### config.mk
export PLATFORM = sky130hd
export DESIGN_NAME = id_ex_pipe_reg
export DESIGN_NICKNAME = d
export VERILOG_FILES = /design/src/rtl/id_ex_pipe_reg.sv
export SDC_FILE = /design/constraint.sdc
export NUM_CORES = 1
export LEC_CHECK = 0
export CAP_MARGIN = 20
export CORE_MARGIN = 2
export CORE_UTILIZATION = 35
export CTS_CLUSTER_DIAMETER = 80
export CTS_CLUSTER_SIZE = 10
export DETAILED_ROUTE_END_ITERATION = 12
export GPL_TIMING_DRIVEN = 0
export PLACE_DENSITY = 0.79
export SLEW_MARGIN = 30
export SYNTH_ARGS = -nofsm -noshare
export SYNTH_HDL_FRONTEND = slang
export SYNTH_SLANG_ARGS = --single-unit
### constraint.sdc
create_clock -name clk -period 1.8 [get_ports clk]
set_clock_uncertainty 0.15 [all_clocks]
set_input_delay 0.18 -clock clk [delete_from_list [all_inputs] [get_ports clk]]
set_output_delay 0.18 -clock clk [all_outputs]
set_load 0.02 [all_outputs]
### src/rtl/id_ex_pipe_reg.sv
// Decode-to-Execute pipeline register with stall/flush control and a
// saturating bubble counter for performance monitoring.
module id_ex_pipe_reg #(
    parameter int unsigned WIDTH  = 32,
    parameter int unsigned BCNT_W = 16
) (
    input  logic              clk,
    input  logic              reset,
    input  logic              StallE,
    input  logic              FlushE,
    input  logic              BubbleClr,
    input  logic [3:0]        CondD,
    input  logic [1:0]        FlagWriteD,
    input  logic              RegWriteD,
    input  logic              MemWriteD,
    input  logic              MemtoRegD,
    input  logic              BranchD,
    input  logic              ALUSrcD,
    input  logic [3:0]        ALUControlD,
    input  logic [WIDTH-1:0]  RD1D,
    input  logic [WIDTH-1:0]  RD2D,
    input  logic [WIDTH-1:0]  ExtImmD,
    input  logic [3:0]        WA3D,
    input  logic [3:0]        RA1D,
    input  logic [3:0]        RA2D,
    output logic [3:0]        CondE,
    output logic [1:0]        FlagWriteE,
    output logic              RegWriteE,
    output logic              MemWriteE,
    output logic              MemtoRegE,
    output logic              BranchE,
    output logic              ALUSrcE,
    output logic [3:0]        ALUControlE,
    output logic [WIDTH-1:0]  RD1E,
    output logic [WIDTH-1:0]  RD2E,
    output logic [WIDTH-1:0]  ExtImmE,
    output logic [3:0]        WA3E,
    output logic [3:0]        RA1E,
    output logic [3:0]        RA2E,
    output logic              ValidE,
    output logic [BCNT_W-1:0] BubbleCount
);

    // Condition "never": a bubble can never pass the condition check.
    localparam logic [3:0]        COND_NV  = 4'b1111;
    localparam logic [BCNT_W-1:0] BCNT_MAX = {BCNT_W{1'b1}};

    logic [3:0]        cond_q, cond_d;
    logic [1:0]        flag_write_q, flag_write_d;
    logic              reg_write_q, reg_write_d;
    logic              mem_write_q, mem_write_d;
    logic              mem_to_reg_q, mem_to_reg_d;
    logic              branch_q, branch_d;
    logic              alu_src_q, alu_src_d;
    logic [3:0]        alu_control_q, alu_control_d;
    logic [WIDTH-1:0]  rd1_q, rd1_d;
    logic [WIDTH-1:0]  rd2_q, rd2_d;
    logic [WIDTH-1:0]  ext_imm_q, ext_imm_d;
    logic [3:0]        wa3_q, wa3_d;
    logic [3:0]        ra1_q, ra1_d;
    logic [3:0]        ra2_q, ra2_d;
    logic              valid_q, valid_d;
    logic [BCNT_W-1:0] bcnt_q, bcnt_d;

    // Pipeline fields: flush beats stall beats load.
    always_comb begin
        cond_d        = cond_q;
        flag_write_d  = flag_write_q;
        reg_write_d   = reg_write_q;
        mem_write_d   = mem_write_q;
        mem_to_reg_d  = mem_to_reg_q;
        branch_d      = branch_q;
        alu_src_d     = alu_src_q;
        alu_control_d = alu_control_q;
        rd1_d         = rd1_q;
        rd2_d         = rd2_q;
        ext_imm_d     = ext_imm_q;
        wa3_d         = wa3_q;
        ra1_d         = ra1_q;
        ra2_d         = ra2_q;
        valid_d       = valid_q;
        if (FlushE) begin
            cond_d        = COND_NV;
            flag_write_d  = 2'b00;
            reg_write_d   = 1'b0;
            mem_write_d   = 1'b0;
            mem_to_reg_d  = 1'b0;
            branch_d      = 1'b0;
            alu_src_d     = 1'b0;
            alu_control_d = 4'd0;
            rd1_d         = '0;
            rd2_d         = '0;
            ext_imm_d     = '0;
            wa3_d         = 4'd0;
            ra1_d         = 4'd0;
            ra2_d         = 4'd0;
            valid_d       = 1'b0;
        end else if (!StallE) begin
            cond_d        = CondD;
            flag_write_d  = FlagWriteD;
            reg_write_d   = RegWriteD;
            mem_write_d   = MemWriteD;
            mem_to_reg_d  = MemtoRegD;
            branch_d      = BranchD;
            alu_src_d     = ALUSrcD;
            alu_control_d = ALUControlD;
            rd1_d         = RD1D;
            rd2_d         = RD2D;
            ext_imm_d     = ExtImmD;
            wa3_d         = WA3D;
            ra1_d         = RA1D;
            ra2_d         = RA2D;
            valid_d       = 1'b1;
        end
    end

    // Bubble counter: clear wins, otherwise count flushes and saturate.
    always_comb begin
        bcnt_d = bcnt_q;
        if (BubbleClr) begin
            bcnt_d = '0;
        end else if (FlushE && (bcnt_q != BCNT_MAX)) begin
            bcnt_d = bcnt_q + BCNT_W'(1);
        end
    end

    always_ff @(posedge clk or negedge reset) begin
        if (!reset) begin
            cond_q        <= COND_NV;
            flag_write_q  <= 2'b00;
            reg_write_q   <= 1'b0;
            mem_write_q   <= 1'b0;
            mem_to_reg_q  <= 1'b0;
            branch_q      <= 1'b0;
            alu_src_q     <= 1'b0;
            alu_control_q <= 4'd0;
            rd1_q         <= '0;
            rd2_q         <= '0;
            ext_imm_q     <= '0;
            wa3_q         <= 4'd0;
            ra1_q         <= 4'd0;
            ra2_q         <= 4'd0;
            valid_q       <= 1'b0;
            bcnt_q        <= '0;
        end else begin
            cond_q        <= cond_d;
            flag_write_q  <= flag_write_d;
            reg_write_q   <= reg_write_d;
            mem_write_q   <= mem_write_d;
            mem_to_reg_q  <= mem_to_reg_d;
            branch_q      <= branch_d;
            alu_src_q     <= alu_src_d;
            alu_control_q <= alu_control_d;
            rd1_q         <= rd1_d;
            rd2_q         <= rd2_d;
            ext_imm_q     <= ext_imm_d;
            wa3_q         <= wa3_d;
            ra1_q         <= ra1_d;
            ra2_q         <= ra2_d;
            valid_q       <= valid_d;
            bcnt_q        <= bcnt_d;
        end
    end

    assign CondE       = cond_q;
    assign FlagWriteE  = flag_write_q;
    assign RegWriteE   = reg_write_q;
    assign MemWriteE   = mem_write_q;
    assign MemtoRegE   = mem_to_reg_q;
    assign BranchE     = branch_q;
    assign ALUSrcE     = alu_src_q;
    assign ALUControlE = alu_control_q;
    assign RD1E        = rd1_q;
    assign RD2E        = rd2_q;
    assign ExtImmE     = ext_imm_q;
    assign WA3E        = wa3_q;
    assign RA1E        = ra1_q;
    assign RA2E        = ra2_q;
    assign ValidE      = valid_q;
    assign BubbleCount = bcnt_q;

endmodule

; ---- Word level (Yosys, flattened, before mapping)
; Index checks and enable logic that the tools add are counted.
[classes]
bitwise_logic = 0
shift = 0
n_reduce_logical = 2
muxes = 32
multipliers = 0
n_div = 0
n_eq_ne = 2
order_cmp = 0
n_addsub = 1
[ops]
columns = operator, count
row1 = $mux W32, 6
row2 = $mux W4, 10
row3 = $mux W16, 2
row4 = $add A16 B1 Y16 const B, 1
row5 = $ne A16 B16 Y1 const B, 1
row6 = $mux W1, 12
row7 = $mux W2, 2
row8 = $ne A2 B1 Y1 const B, 1
row9 = $reduce_bool A2 Y1, 1
row10 = $logic_and A1 B1 Y1, 1
[totals]
regBits = 140
out_inout_bits = 140
ram_bits = 0
romBits = 0
latch_bits = 0
wordCells = 53
memories = 0
input_bits = 128

; ---- Depth between registers and ports, before layout
; Gate-level depths: netlist (run 1).
[logic_depth]
word_depth = 4
ltp_mapped = 5
ltp_nobuf = 5

; ---- Least setup slack after synthesis (run 1)
; No wires, ideal clock.
[synth_timing]
path_type = flip-flop to flip-flop
start = reg bcnt_q[0] (netlist: BubbleCount[0])
end = reg bcnt_q[14] (netlist: BubbleCount[14])
n_path_buf = 0
period_less_slack_ns = 2.060
path_stages_with_launch = 6
setup_slack_ns = -0.260
t_required_ns = 1.572
setup_ns = 0.078
t_arrival_ns = 1.832
cell_sequence = dfrtp_1 ha_1 nand4_1 or4_4 or3_1 a21oi_1
[synth_via]
elab_chain_cells = 3
word_cells_on_any_way = 6
cone_classes = add/sub: 1 / eq/ne: 1 / mux: 2 / reduce/logical: 2
[synth_rtl]
columns = element, line
row1 = start: declaration, 63  ; logic [BCNT_W-1:0] bcnt_q, bcnt_d;
row2 = start signal: assignment, 161  ; bcnt_q <= bcnt_d;
row3 = $add A16 B1 Y16 or $ne A16 B16 Y1 (tied branches), "123, 122"
row4 = $mux W16 or $logic_and A1 B1 Y1 (tied branches), 122  ; end else if (FlushE && (bcnt_q != BCNT_MAX)) begin
row5 = $mux W16 or $reduce_bool A2 Y1 (tied branches), -
; Several ways; a longest one is shown, not always the timed one. The select of a mux whose other input is x is not followed.
; A chain may end at the register's enable or synchronous reset.

; ---- Worst setup path after layout (run 1)
[layout_timing]
start = reg bcnt_q[13] (netlist: BubbleCount[13])
end = reg bcnt_q[14] (netlist: BubbleCount[14])
; Same word-level chain as after synthesis.

==> results of run 1 <==
[registers in the layout, indices dropped and copies added, names as in the netlist]
name / cells
RA2E: 4
ExtImmE: 32
RD2E: 32
WA3E: 4
BubbleCount: 16
ALUSrcE: 1
BranchE: 1
RA1E: 4
RegWriteE: 1
ALUControlE: 4
RD1E: 32
ValidE: 1
CondE: 4
MemtoRegE: 1
FlagWriteE: 2
MemWriteE: 1
[layer usage]
layer,global-route usage,share of wire,vias up
met5,0,0,-
met4,0.05319,0.014,0
met3,0.07648,0.084,21
met2,0.3267,0.49,196
met1,0.2312,0.41,2389
li1,-,-,2294
[final cells by class]
type                    count  area (um^2)
inverters                   1        3.754
clock buffers              18        439.2
flip-flops and latches    140         3527
clock inverters            14        146.4
fillers                  1403         6859
well taps                 220        275.3
plain buffers              31        136.4
repair buffers            282         2805
multi-input cells         321         2273
[metrics by stage]
| step | setup TNS (ns) | cell area (um^2) | setup slack (ns) |
|---|---|---|---|
| after floorplan | -0.02586 | 5902 | -0.02586 |
| after global placement | -777.05 | 8820 | -5.849 |
| after detailed placement | -34.05 | 8852 | -0.5519 |
| after CTS | -0.02318 | 9548 | -0.02318 |
| after global routing | -0.5628 | 9607 | -0.08925 |
| final | -0.07119 | 9607 | -0.02600 |
[worst paths after layout]
kind	start	end	depth (start not counted)
hold / removal	FlushE	BubbleCount[7]	4
setup / recovery	BubbleCount[13]	BubbleCount[14]	4
hold reg to reg	RD1E[4]	RD1E[4]	2
max in group asynchronous	reset	RD2E[20]	3
min in group asynchronous	reset	BubbleCount[1]	2
setup reg to reg	BubbleCount[13]	BubbleCount[14]	4
[what timing repair did]
item / CTS / global route
endpoints found under the setup margin: 72 / 12
hold buffers: 3 / 0
setup buffers: 10 / 4
hold endpoints to repair: 72 / 0
resized for setup: 18 / 12
pin swaps: 2 / 8
[power breakdown]
group | switching, mW | internal (mW) | leakage [nW]
Clock | 1.41 | 2.08 | 0.282
Sequential | 0.0916 | 3.32 | 1.83
Combinational | 0.632 | 0.702 | 2.37
[cells in the final DEF (no fill, tap or decap), drive strengths merged, types with 7 or more instances in the layout]
master         netlist  final
mux2i              120    120
dlygate4sd2          0     12
nor2               124    124
clkdlybuf4s50        0    247
a21oi                8      8
dfrtp              136    136
nor2b                7      7
clkbuf               9     27
clkinv               0      8
buf                 21     37
[kinds of logic (layout without fill, tap and decap cells)]
family / count (synthesis) / in the layout / synth area share
adder cells (fa/ha/maj): 1 / 1 / 0.002131
XOR/XNOR: 3 / 3 / 0.004477
flip-flops: 140 / 140 / 0.5977
multiplexers: 122 / 122 / 0.2085
AND/OR/NAND/NOR: 168 / 168 / 0.1330
AO/OA/AOI/OAI: 27 / 27 / 0.03048
buffers and inverters: 32 / 346 / 0.02366
[tightest hold or removal path, delay by kind of cell]
kind	cells	cell delay, ns
AND/OR/NAND/NOR	2	0.25
buffers and inverters	1	0.11
AO/OA/AOI/OAI	1	0.04
==> summary.txt, run 1 <==
Status
  • Status: complete, but fails checks
  • Failing checks: setup timing

Clock tree
  • CTS tree: done
  • Max Root-Sink Buffers: 2
  • Clock Latency Late Sink: 0.41 ns
  • Sink Count: 140
  • # H-tree levels: 4
  • Clock-pin slew on the worst setup and hold paths: around 0.070 ns
  • Root Driver: clkbuf_16
  • Num CTS Buffers: 17

Yosys
  • Cell with the most instances after synthesis: dfrtp_1
  • Most common flop cell mapped by yosys: dfrtp_1
  • Net Count, Synth: just over 600
  • Ranking of synthesized cells by area: dfrtp_1 (58%), mux2i_1 (20%), nor2_1 (7.9%)
  • Synth unique cells: 44
  • Post-Synthesis Cells: ~490
  • Post-synth EDFFs: 0
  • Asr flop ratio synth: 1.000
  • Yosys top cell area share: 0.5798
  • Synth area leader: dfrtp_1
  • Sequential-to-total area share from yosys stat: 0.5977
  • Ys Warns: 0
  • Number of synthesized register bits: 140
  • Avg Inst Size Synth: 11.91 um^2
  • Mapped Area: between 5000 and 6000 um^2
  • Synth top cells by count: dfrtp_1 (136), nor2_1 (124), mux2i_1 (120)

Die
  • Num ports: 268
  • Die X: about 130 um
  • Row Count: 47
  • Die area: 17,820 um^2
  • Initial Utilization: 0.3565
  • Die H: 133.5 um
  • Core area: approximately 16,000 um^2

Timing
  • Final hold vios: 0
  • Min cycle time layout: between 1.5 and 2 ns
  • Unrepaired setup endpoints after global routing: yes
  • WHS: ~0.045 ns
  • Fmax: ~0.55 GHz
  • Worst Slack Setup Final: -0.02600 ns
  • Actual slew at the worst max-slew pin: roughly 0.74 ns
  • Pins over their slew limit: 0
  • Count of final setup violators: 3
  • Relative slew slack: 0.5086
  • Period utilization: 1.014

Placement
  • Placed cells: 978
  • Hpwl dp: roughly 12,000 um
  • Port Buf Inserts: 264
  • GP Congestion: 0.7676

Detailed routing
  • Drt initial violations: approximately 180
  • Post-DRT Antenna Nets: 0
  • Via/cell ratio: 4.771
  • Average wire per standard cell: around 17 um
  • Vias: 4,900
  • Routed WL: roughly 17,000 um
  • Drt drc: 0
  • First-pass detailed-route iteration total: 5

Global routing
  • First-pass GRT wire length: around 27,000 um
  • Largest net degree at the start of global routing: 75
  • Congestion Overflow GR: 0
  • GRT Util Overall: 0.1938
  • Initial antenna violation count: 0
  • Vias in the first global route: between 5,000 and 6,000

Critical path
  • Crit. End Element: register
  • R2R Setup Slk: -0.03 ns
  • CP bufs+invs: 0
  • Sequence of cells on the critical path: and4_4 -> or4_4 -> or3_1 -> a21oi_1
  • CP Class: reg -> reg
  • Critical Path AT: around 2 ns
  • CP max stage cell: or4_4
  • Req. time, crit path: ~2 ns
  • Critical path fanouts, max: 5
  • Crit path max-delay family: simple AND/OR/NAND/NOR gates
  • CP max stage delay: between 0.5 and 0.6 ns
  • Startpoint types: register

Finish
  • Post-layout util: 0.5834
  • Final std cells w/o fill: about 1,000
  • Antenna cells: 0
  • Share of cells above drive strength 1: 0.1128
  • P&R area growth vs syn: 63.68%
  • Fin nets: between 900 and 1,000

Power and ir drop
  • Max IR drop VDD: between 0.0005 and 0.0006 V
  • Power, Total: roughly 8.2 mW
  • Static Leakage: between 4 and 5 nW
  • P per Cell Area: roughly 860 nW/um^2

Hold path
  • Worst min path class: in -> reg

Run
  • Max cap viols: 0
Power figures use the tool's default switching activity.
==> run 2, diff against run 1 <==
- CAP_MARGIN: 20 -> 15
==> results of run 2 <==
The final DEF is identical to that of run 1; final timing and power are the same.
